`src/rtl/mux_pipe_if.sv`:
```
// Handshake bundle for mux_pipe_stage: upstream channel offer, downstream
// registered head entry, and the flush / select-error sideband.
interface mux_pipe_if #(
  parameter int WIDTH  = 5,
  parameter int NUM_IN = 4,
  parameter int SEL_W  = 2
);
  logic [NUM_IN*WIDTH-1:0] data_in;
  logic [SEL_W-1:0]        sel;
  logic                    in_valid;
  logic                    in_ready;
  logic [WIDTH-1:0]        out_data;
  logic [SEL_W-1:0]        out_sel;
  logic                    out_valid;
  logic                    out_ready;
  logic                    flush;
  logic                    sel_err;
  logic                    err_clr;

  // The stage itself.
  modport slave (
    input  data_in, sel, in_valid, out_ready, flush, err_clr,
    output in_ready, out_data, out_sel, out_valid, sel_err
  );

  // Whatever surrounds the stage: upstream producer plus downstream consumer.
  modport master (
    output data_in, sel, in_valid, out_ready, flush, err_clr,
    input  in_ready, out_data, out_sel, out_valid, sel_err
  );
endinterface

```
`src/rtl/mux_pipe_stage.sv`:
```
// N-way registered select stage with a one-entry skid buffer, valid/ready on
// both sides, synchronous flush and a sticky out-of-range select flag.
module mux_pipe_stage #(
  parameter int WIDTH  = 5,
  parameter int NUM_IN = 4,
  parameter int SEL_W  = 2
) (
  input  logic       clk,
  input  logic       rst_n,
  mux_pipe_if.slave  bus
);

  // Occupancy encoded as {out_valid, skid_valid}; 2'b01 cannot occur.
  localparam logic [1:0] ST_EMPTY = 2'b00;
  localparam logic [1:0] ST_ONE   = 2'b10;
  localparam logic [1:0] ST_FULL  = 2'b11;

  logic [WIDTH-1:0] head_data;
  logic [SEL_W-1:0] head_sel;
  logic             head_valid;
  logic [WIDTH-1:0] skid_data;
  logic [SEL_W-1:0] skid_sel;
  logic             skid_valid;
  logic             sel_err_q;

  logic [WIDTH-1:0] mux_data;
  logic [SEL_W-1:0] eff_sel;
  logic             sel_bad;
  logic             accept;
  logic             pop;
  logic [1:0]       state;

  // An out-of-range select falls back to channel 0 and reports index 0.
  always_comb begin
    mux_data = bus.data_in[0 +: WIDTH];
    eff_sel  = '0;
    sel_bad  = 1'b1;
    for (int i = 0; i < NUM_IN; i++) begin
      if (int'(bus.sel) == i) begin
        mux_data = bus.data_in[i*WIDTH +: WIDTH];
        eff_sel  = bus.sel;
        sel_bad  = 1'b0;
      end
    end
  end

  assign accept = bus.in_valid && !skid_valid;
  assign pop    = head_valid && bus.out_ready;
  assign state  = {head_valid, skid_valid};

  // NOTE: state registers use non-blocking assignments so every flop samples
  // pre-edge values; blocking here would let head see this edge's skid update.
  always_ff @(posedge clk or negedge rst_n) begin
    if (!rst_n) begin
      head_data  <= '0;
      head_sel   <= '0;
      head_valid <= 1'b0;
      skid_data  <= '0;
      skid_sel   <= '0;
      skid_valid <= 1'b0;
    end else if (bus.flush) begin
      // Data fields are left as-is; only occupancy is squashed.
      head_valid <= 1'b0;
      skid_valid <= 1'b0;
    end else begin
      case (state)
        ST_EMPTY: begin
          if (accept) begin
            head_data  <= mux_data;
            head_sel   <= eff_sel;
            head_valid <= 1'b1;
          end
        end
        ST_ONE: begin
          if (accept && pop) begin
            head_data <= mux_data;
            head_sel  <= eff_sel;
          end else if (accept) begin
            skid_data  <= mux_data;
            skid_sel   <= eff_sel;
            skid_valid <= 1'b1;
          end else if (pop) begin
            head_valid <= 1'b0;
          end
        end
        ST_FULL: begin
          if (pop) begin
            head_data  <= skid_data;
            head_sel   <= skid_sel;
            skid_valid <= 1'b0;
          end
        end
        default: begin
          head_valid <= 1'b0;
          skid_valid <= 1'b0;
        end
      endcase
    end
  end

  // Set beats clear when both happen; flushed beats never count as accepted.
  always_ff @(posedge clk or negedge rst_n) begin
    if (!rst_n) begin
      sel_err_q <= 1'b0;
    end else if (accept && sel_bad && !bus.flush) begin
      sel_err_q <= 1'b1;
    end else if (bus.err_clr) begin
      sel_err_q <= 1'b0;
    end
  end

  assign bus.in_ready  = !skid_valid;
  assign bus.out_data  = head_data;
  assign bus.out_sel   = head_sel;
  assign bus.out_valid = head_valid;
  assign bus.sel_err   = sel_err_q;

endmodule

```
`src/flat_wrapper.sv`:
```
// flat-port wrapper written by rule: the top's interface ports become plain ports
module mux_pipe_stage_flat 
#(
  parameter int WIDTH  = 5,
  parameter int NUM_IN = 4,
  parameter int SEL_W  = 2
)
  (clk, rst_n, bus_data_in, bus_sel, bus_in_valid, bus_out_ready, bus_flush, bus_err_clr, bus_in_ready, bus_out_data, bus_out_sel, bus_out_valid, bus_sel_err);
  mux_pipe_if #(.WIDTH(WIDTH), .NUM_IN(NUM_IN), .SEL_W(SEL_W)) bus_i ();
  input  logic clk;
  input  logic rst_n;
  input wire logic [$bits(bus_i.data_in)-1:0] bus_data_in;
  input wire logic [$bits(bus_i.sel)-1:0] bus_sel;
  input wire logic [$bits(bus_i.in_valid)-1:0] bus_in_valid;
  input wire logic [$bits(bus_i.out_ready)-1:0] bus_out_ready;
  input wire logic [$bits(bus_i.flush)-1:0] bus_flush;
  input wire logic [$bits(bus_i.err_clr)-1:0] bus_err_clr;
  output wire logic [$bits(bus_i.in_ready)-1:0] bus_in_ready;
  output wire logic [$bits(bus_i.out_data)-1:0] bus_out_data;
  output wire logic [$bits(bus_i.out_sel)-1:0] bus_out_sel;
  output wire logic [$bits(bus_i.out_valid)-1:0] bus_out_valid;
  output wire logic [$bits(bus_i.sel_err)-1:0] bus_sel_err;
  assign bus_i.data_in = bus_data_in;
  assign bus_i.sel = bus_sel;
  assign bus_i.in_valid = bus_in_valid;
  assign bus_i.out_ready = bus_out_ready;
  assign bus_i.flush = bus_flush;
  assign bus_i.err_clr = bus_err_clr;
  assign bus_in_ready = bus_i.in_ready;
  assign bus_out_data = bus_i.out_data;
  assign bus_out_sel = bus_i.out_sel;
  assign bus_out_valid = bus_i.out_valid;
  assign bus_sel_err = bus_i.sel_err;
  mux_pipe_stage #(.WIDTH(WIDTH), .NUM_IN(NUM_IN), .SEL_W(SEL_W)) u_core (.clk(clk), .rst_n(rst_n), .bus(bus_i));
endmodule
```
`config.mk`:
```
export PLATFORM = sky130hd
export DESIGN_NAME = mux_pipe_stage_flat
export DESIGN_NICKNAME = d
export VERILOG_FILES = /design/src/rtl/mux_pipe_if.sv /design/src/rtl/mux_pipe_stage.sv /design/src/flat_wrapper.sv
export SDC_FILE = /design/constraint.sdc
export NUM_CORES = 1
export LEC_CHECK = 0
export CAP_MARGIN = 20
export CELL_PAD_IN_SITES_DETAIL_PLACEMENT = 1
export CELL_PAD_IN_SITES_GLOBAL_PLACEMENT = 1
export CORE_ASPECT_RATIO = 1.25
export CORE_MARGIN = 8
export CORE_UTILIZATION = 34
export CTS_BUF_LIST = sky130_fd_sc_hd__clkbuf_4 sky130_fd_sc_hd__clkbuf_8
export DETAILED_ROUTE_END_ITERATION = 8
export PLACE_DENSITY_LB_ADDON = 0.25
export REMOVE_ABC_BUFFERS = 1
export SETUP_SLACK_MARGIN = 0.2
export SLEW_MARGIN = 25
export SYNTH_ARGS = -nofsm -noshare
export SYNTH_HDL_FRONTEND = slang
export SYNTH_SLANG_ARGS = --single-unit
```
`constraint.sdc`:
```
create_clock -name clk -period 1.7 [get_ports clk]
set_input_delay 0.34 -clock clk [delete_from_list [all_inputs] [get_ports clk]]
set_output_delay 0.34 -clock clk [all_outputs]
set_load 0.02 [all_outputs]
```
==> results.ini, run 1 <==
[status]
status=finished, final reports clean

[clocking]
clk_latency_ns=0.30
cts_root_buf=clkbuf_4
clockBufferDepth=2
clk_pin_slew_worst_paths_ns=0.10
cts_tree=yes
cts.sinks=17
numCtsBuffers=3
ctsHoldBuffers=0
htree_levels=1

[power_and_ir_drop]
p_leak_nw=0.695
vdd_drop_max_v=0.000519
power_density_nw_per_um2=804

[synthesis]
synth_area_um2=891
synth_cell_types=15
syn_inst=57
synth_area_per_cell_um2=15.6
yosysSeqAreaShare=0.478
synth_seq_cells=17
ys_warn_count=0

[layout]
antenna_cells=0
fin_cells=139
final_common_cell=dlygate4sd2_1
multi_input_area_um2=487
nets=135
nFillCells=268
regArea_um2=428
synthToLayoutAreaGrowth_pct=59.3
drive_gt1_frac=0.443
layout_common_cells=dlygate4sd2_1 (26), dfrtp_1 (15), mux2_2 (11)
postLayoutCoreUtil=0.579

[routing]
drc=0
dr.max_layer_used=met4
finalWirelength_um=2620
drt.antenna.violating_nets=0
m1WireLength_um=1020
drtPass1Iterations=2
wl_per_cell_um=18.8
vias=682
drt_iter0_drc=6
wl_met3_um=118
via_per_inst=4.91
dr_wl_met2_um=1440

[floorplan]
die_w_um=61.8
die_area_um2=4520
pin_count=38
die_y_um=73.2
rows=20
core_um2=2450
start_util=0.363

[sta]
worstMarginPinSlew_ns=0.321
rsz0062_at_grt=yes
fin_worst_skew_ns=0.00130
relSlewSlack=0.786
final_max_slew_viol_count=0
setup_viol=0
fin_crit_ns=1.47
worst_hold_slack_ns=0.375
hold_viol=0
fin_tns_setup_ns=0
max_freq_mhz=679
fin_crit_sh=0.866

[place]
dp_hpwl_um=2050
dp.cells=134
place.gp.congestion=0.725
port_buffers=37

[setup_path]
critical_path_class=reg -> out
cp_max_fo=6
cp-start-kind=flop
end_kind=output port
crit_arrival_ns=1.13
worst_ep_required_time_ns=1.36

[run]
cap_violations=0

[grt]
grt_pass1_wl_um=4070
antenna_found_initial=0
grt_pass1_vias=778
grt_max_degree=18
grt_use_total=0.122
overflow=0

[min_path]
worstHoldPathType=in -> async

==> worst max-delay path, cell delays in order (launching register included) <==
cell and delay, ns:
dfrtp_2 0.46, inv_1 0.07, clkdlybuf4s15_1 0.30
==> final cells by class <==
cell class | count | share of cell area
clock buffers | 4 | 0.0212
inverters | 2 | 0.00529
multi-input cells | 37 | 0.343
flip-flops and latches | 17 | 0.302
well taps | 33 | 0.0291
repair buffers | 46 | 0.300
==> cells in the mapped netlist <==
cell      number  area, um2
dfrtp_1       17        425
nor3_2         1       10.0
mux2_2        16        180
inv_1          2       7.51
o21ai_0        1       5.00
nand2b_1       2       12.5
nand2_1        1       3.75
nor2_1         1       3.75
a21oi_1        1       5.00
o21bai_1       1       7.51
nor2b_1        2       12.5
mux2_4         5       75.1
buf_6          1       11.3
nor3b_4        1       18.8
mux4_2         5        113
==> stage by stage <==
stage          total power [W]  area (um2)  setup WS, ns
2_1_floorplan         0.000729         880         0.190
3_3_place_gp          0.000921        1350        -0.414
3_5_place_dp          0.000938        1350        -0.442
4_1_cts                0.00115        1370         0.136
5_1_grt                0.00121        1420         0.180
6_report               0.00114        1420         0.227
==> logic make-up (layout without fill, tap and decap cells) <==
family,Yosys count,in the layout,synth area share
buffers and inverters,3,52,0.0211
AO/OA/AOI/OAI,3,3,0.0197
multiplexers,26,26,0.413
AND/OR/NAND/NOR,8,8,0.0688
flip-flops,17,17,0.478
==> routing by layer <==
| metal | vias up | GRT usage |
|---|---|---|
| met5 | - | 0 |
| met4 | 0 | 0.0609 |
| met3 | 4 | 0.0229 |
| met2 | 23 | 0.218 |
| met1 | 345 | 0.129 |
| li1 | 310 | - |
==> final timing paths <==
kind	end	start	slack [ns]	cells past startpoint
worst max-delay path	bus_in_ready	u_core.skid_valid	0.23	2
worst min-delay path	u_core.bus.out_data[4]	rst_n	0.38	2
worst max register to register	u_core.bus.out_sel[0]	u_core.skid_valid	0.25	4
worst min register to register	u_core.bus.out_sel[1]	u_core.bus.out_sel[1]	0.51	1
max in group asynchronous	u_core.skid_valid	rst_n	1.12	2
min in group clk	u_core.skid_sel[0]	bus_sel[0]	0.42	3
==> report_power, final <==
group	internal, W	leakage, nW	total (W)	switching, W
sequential	0.000491	0.206	0.000540	0.0000492
combinational	0.000216	0.470	0.000358	0.000142
clock	0.000108	0.0184	0.000243	0.000135
==> state kept, by name, indices dropped and copies added (netlist names) <==
register,count
u_core.bus.out_data,5
u_core.skid_data,5
u_core.bus.out_sel,2
u_core.skid_sel,2
u_core.bus.out_valid,1
u_core.bus.sel_err,1
u_core.skid_valid,1
==> what timing repair did <==
item	4_1_cts	5_1_grt
gates resized for setup	36	15
setup endpoints to repair	20	9
setup buffers	0	1
Power figures use the tool's default switching activity.
==> run 2, diff against run 1 <==
--- a/config.mk
+++ b/config.mk
@@ -16,6 +16,7 @@
 export PLACE_DENSITY_LB_ADDON = 0.25
 export REMOVE_ABC_BUFFERS = 1
 export SETUP_SLACK_MARGIN = 0.2
+export SKIP_CTS_REPAIR_TIMING = 1
 export SLEW_MARGIN = 25
 export SYNTH_ARGS = -nofsm -noshare
 export SYNTH_HDL_FRONTEND = slang
==> run 2 against run 1 <==
Compared with the run above: routed wire length is 2.1% lower; die area is the same; sequential share of layout area is 1.1 points lower; clock-buffer cell count unchanged; design area rose by 3.2%; combinational power up 7.0%; total power up 2.2%; critical path depth grew 2; critical path type is now in -> reg; largest power group unchanged.
==> results.ini, run 2 (same netlist as run 1, synthesis figures left out) <==
[sta]
relSlewSlack=0.778
final_max_slew_viol_count=0
setup_viol=0
rsz0062_at_grt=yes
hold_viol=0
worstMarginPinSlew_ns=0.333
max_freq_mhz=640
fin_crit_sh=0.919
fin_worst_skew_ns=0.000602
fin_crit_ns=1.56

[setup_path]
r2r_start=u_core.skid_valid
path_delay_family=multiplexers
path_buf_inv=1
cp_cell_sequence=clkdlybuf4s50_1 > mux4_2 > mux2_2 > mux2_4
cpPeakStageDelay_ns=0.47
cp_max_fo=2
end_kind=flop
rrSetupSlack_ns=0.24
worst_ep_required_time_ns=1.90
cp-start-kind=input port
r2r_cells=4
crit_arrival_ns=1.76
slowest_stage=mux4_2
critical_path_class=in -> reg
regToRegEndpoint=u_core.bus.out_sel[0]

[clocking]
htree_levels=1
cts_tree=yes
clockBufferDepth=2
cts.sinks=17
clk_pin_slew_worst_paths_ns=0.10
numCtsBuffers=3
cts_root_buf=clkbuf_4
clk_latency_ns=0.30

[routing]
drt.antenna.violating_nets=0
wl_per_cell_um=18.6
vias=678
drc=0
via_per_inst=4.91
drtPass1Iterations=1
drt_iter0_drc=0
finalWirelength_um=2560

[floorplan]
die_area_um2=4520
start_util=0.363
die_w_um=61.8
pin_count=38
core_um2=2450
rows=20
die_y_um=73.2

[power_and_ir_drop]
vdd_drop_max_v=0.000521
p_leak_nw=0.787
p_total_w=0.00117
power_density_nw_per_um2=796

[place]
place.gp.congestion=0.725
dpl_cell_area_um2=1350
dp_hpwl_um=2050
port_buffers=37

[layout]
layout_common_cells=dlymetal6s2s_1 (20), clkdlybuf4s50_1 (17), dfrtp_1 (17)
drive_gt1_frac=0.410
antenna_cells=0
final_common_cell=dlymetal6s2s_1
postLayoutCoreUtil=0.597
synthToLayoutAreaGrowth_pct=64.3
nets=134
design_area_um2=1460

[grt]
grt_use_total=0.120
overflow=0
grt_max_degree=18
antenna_found_initial=0
grt_pass1_wl_um=3970
grt_pass1_vias=762

[status]
status=finished, final reports clean

[min_path]
worstHoldPathType=in -> async

[run]
cap_violations=0

==> run 2: changes by cell type in the layout (fill, tap and decap cells not counted), sizes merged <==
cell,previous run,this run
clkdlybuf4s15,1,0
dlygate4sd2,26,0
clkdlybuf4s50,5,17
dlymetal6s2s,4,20
buf,10,8
==> run 2: stage by stage <==
| step | setup TNS [ns] | setup WS (ns) | instances | hold slack, ns |
|---|---|---|---|---|
| after global routing | 0 | 0.111 | 138 | 0.382 |
| after floorplan | 0 | 0.190 | 56 | 0.0444 |
| after CTS | -0.576 | -0.116 | 138 | 0.368 |
| after detailed placement | -3.46 | -0.442 | 134 | 0.497 |
| after global placement | -3.20 | -0.414 | 134 | 0.484 |
| final | 0 | 0.138 | 138 | 0.368 |
==> run 2: cell type report <==
type / instances / area, um2
flip-flops and latches: 17 / 425
multi-input cells: 37 / 468
repair buffers: 45 / 492
inverters: 2 / 7.51
well taps: 33 / 41.3
fillers: 259 / 988
clock buffers: 4 / 30.0
==> run 2: worst max-delay path by stage <==
stage                               from                     end  slack (ns)  cells past startpoint
floorplan           u_core.bus.out_valid   u_core.bus.out_sel[0]        0.19                      3
global placement              bus_sel[0]  u_core.bus.out_data[0]       -0.41                      5
detailed placement            bus_sel[0]  u_core.bus.out_data[3]       -0.44                      5
CTS                           bus_sel[0]  u_core.bus.out_data[1]       -0.12                      5
global route             bus_data_in[15]  u_core.bus.out_data[0]        0.11                      4
finish                    bus_data_in[2]  u_core.bus.out_data[2]        0.14                      4
==> run 2: routing by layer <==
metal  track usage  vias to the layer above  wire length, um
met5             0                        -                0
met4        0.0609                        0               53
met3        0.0229                        4              151
met2         0.218                       23             1400
met1         0.123                      346              957
li1              -                      305                -
==> run 2: power breakdown <==
part           internal, W  switching [W]
Sequential        0.000490      0.0000468
Clock             0.000108       0.000138
Combinational     0.000243       0.000140
Total             0.000841       0.000325
==> run 3, diff against run 2 <==
--- a/config.mk
+++ b/config.mk
@@ -14,6 +14,7 @@
 export CTS_BUF_LIST = sky130_fd_sc_hd__clkbuf_4 sky130_fd_sc_hd__clkbuf_8
 export DETAILED_ROUTE_END_ITERATION = 8
 export PLACE_DENSITY_LB_ADDON = 0.25
+export RECOVER_POWER = 50
 export REMOVE_ABC_BUFFERS = 1
 export SETUP_SLACK_MARGIN = 0.2
 export SKIP_CTS_REPAIR_TIMING = 1
==> run 3 against run 2 <==
Compared with the run above: sequential cell count did not move; clock power about the same; maximum frequency about the same; non-clock buffer count is the same; sequential power barely moved; sequential share of layout area rose by 0.51 points; highest routed layer unchanged.
==> results.ini, run 3 (same netlist as run 1, synthesis figures left out) <==
[grt]
antenna_found_initial=0
grt_pass1_vias=762
grt_max_degree=18
grt_use_total=0.120
overflow=0
grt_pass1_wl_um=3970

[routing]
drt_iter0_drc=1
m1WireLength_um=954
via_per_inst=4.96
drt.antenna.violating_nets=0
vias=685
wl_per_cell_um=18.5
dr.max_layer_used=met4
finalWirelength_um=2550
drc=0
wl_met3_um=136
dr_wl_met2_um=1410
drtPass1Iterations=2

[clocking]
cts.sinks=17
clk_latency_ns=0.30
cts_tree=yes
clk_pin_slew_worst_paths_ns=0.10
cts_root_buf=clkbuf_4
numCtsBuffers=3
clockBufferDepth=2
htree_levels=1

[sta]
relSlewSlack=0.386
max_freq_mhz=641
hold_viol=0
worst_hold_slack_ns=0.472
final_max_slew_viol_count=0
fin_crit_ns=1.56
fin_worst_skew_ns=0.00302
setup_viol=0
worstMarginPinSlew_ns=0.921
rsz0062_at_grt=yes
fin_crit_sh=0.918

[layout]
final_common_cell=dlymetal6s2s_1
nets=134
postLayoutCoreUtil=0.587
synthToLayoutAreaGrowth_pct=61.5
drive_gt1_frac=0.390
design_area_um2=1440
nFillCells=263
antenna_cells=0
fin_cells=138
layout_common_cells=dlymetal6s2s_1 (18), dfrtp_1 (17), clkdlybuf4s50_1 (16)

[floorplan]
start_util=0.363
die_w_um=61.8
pin_count=38
core_um2=2450
die_y_um=73.2
die_area_um2=4520
rows=20

[setup_path]
cp_cell_sequence=clkdlybuf4s50_1 > mux4_2 > mux2_2 > mux2_4
r2r_start=u_core.skid_valid
path_delay_family=multiplexers
cpPeakStageDelay_ns=0.47
critical_path_class=in -> reg
regToRegEndpoint=u_core.bus.out_sel[0]
rrSetupSlack_ns=0.26
slowest_stage=mux4_2
path_buf_inv=1
crit_arrival_ns=1.76
end_kind=flop
r2r_cells=4
cp_max_fo=2
worst_ep_required_time_ns=1.90
cp-start-kind=input port

[min_path]
holdPathStages=3
hold-path-endpoint=u_core.skid_sel[0]
min_from=bus_sel[0]
worstHoldPathType=in -> reg

[run]
cap_violations=0

[place]
dp.cells=134
place.gp.congestion=0.725
dp_hpwl_um=2050
dpl_cell_area_um2=1350
port_buffers=37

[power_and_ir_drop]
vdd_drop_max_v=0.000522
p_leak_nw=0.759
p_total_w=0.00115
power_density_nw_per_um2=801

[status]
status=finished, final reports clean

-- run 3: cell count changes in the layout (fill, tap and decap cells not counted) --
| cell | delta |
|---|---|
| clkbuf_1 | +3 |
| dlymetal6s2s_1 | -2 |
| buf_4 | -1 |
| clkdlybuf4s50_1 | -1 |
| dlygate4sd3_1 | +1 |
| o21bai_1 | +1 |
| o21bai_2 | -1 |
-- run 3: tightest hold or removal path: stages --
cell and delay, ns:
dlymetal6s2s_1 0.14, buf_6 0.14, mux2_2 0.13
-- run 3: routing by layer --
layer / vias to the layer above / global-route usage
li1: 305 / -
met1: 353 / 0.123
met2: 23 / 0.218
met3: 4 / 0.0229
met4: 0 / 0.0609
met5: - / 0
-- run 3: worst max path at each step --
stage,startpoint,end,slack [ns],depth (start not counted)
4_1_cts,bus_sel[0],u_core.bus.out_data[1],-0.12,5
3_5_place_dp,bus_sel[0],u_core.bus.out_data[3],-0.44,5
2_1_floorplan,u_core.bus.out_valid,u_core.bus.out_sel[0],0.19,3
6_report,bus_data_in[2],u_core.bus.out_data[2],0.14,4
3_3_place_gp,bus_sel[0],u_core.bus.out_data[0],-0.41,5
5_1_grt,bus_data_in[15],u_core.bus.out_data[0],0.11,4
-- run 3: final cells by class --
type / instances / area [um2] / share of cell area
clock buffers: 4 / 30.0 / 0.0209
inverters: 2 / 7.51 / 0.00522
multi-input cells: 37 / 464 / 0.323
flip-flops and latches: 17 / 425 / 0.296
well taps: 33 / 41.3 / 0.0287
repair buffers: 45 / 470 / 0.327
-- run 3: stage by stage --
step / setup TNS [ns] / setup WS [ns]
finish: 0 / 0.139
global route: 0 / 0.111
floorplan: 0 / 0.190
CTS: -0.576 / -0.116
detailed placement: -3.46 / -0.442
global placement: -3.20 / -0.414
-- run 3: power breakdown --
part | internal [W] | switching, W
clock network | 0.000108 | 0.000137
logic | 0.000230 | 0.000140
registers | 0.000490 | 0.0000473
total | 0.000828 | 0.000324
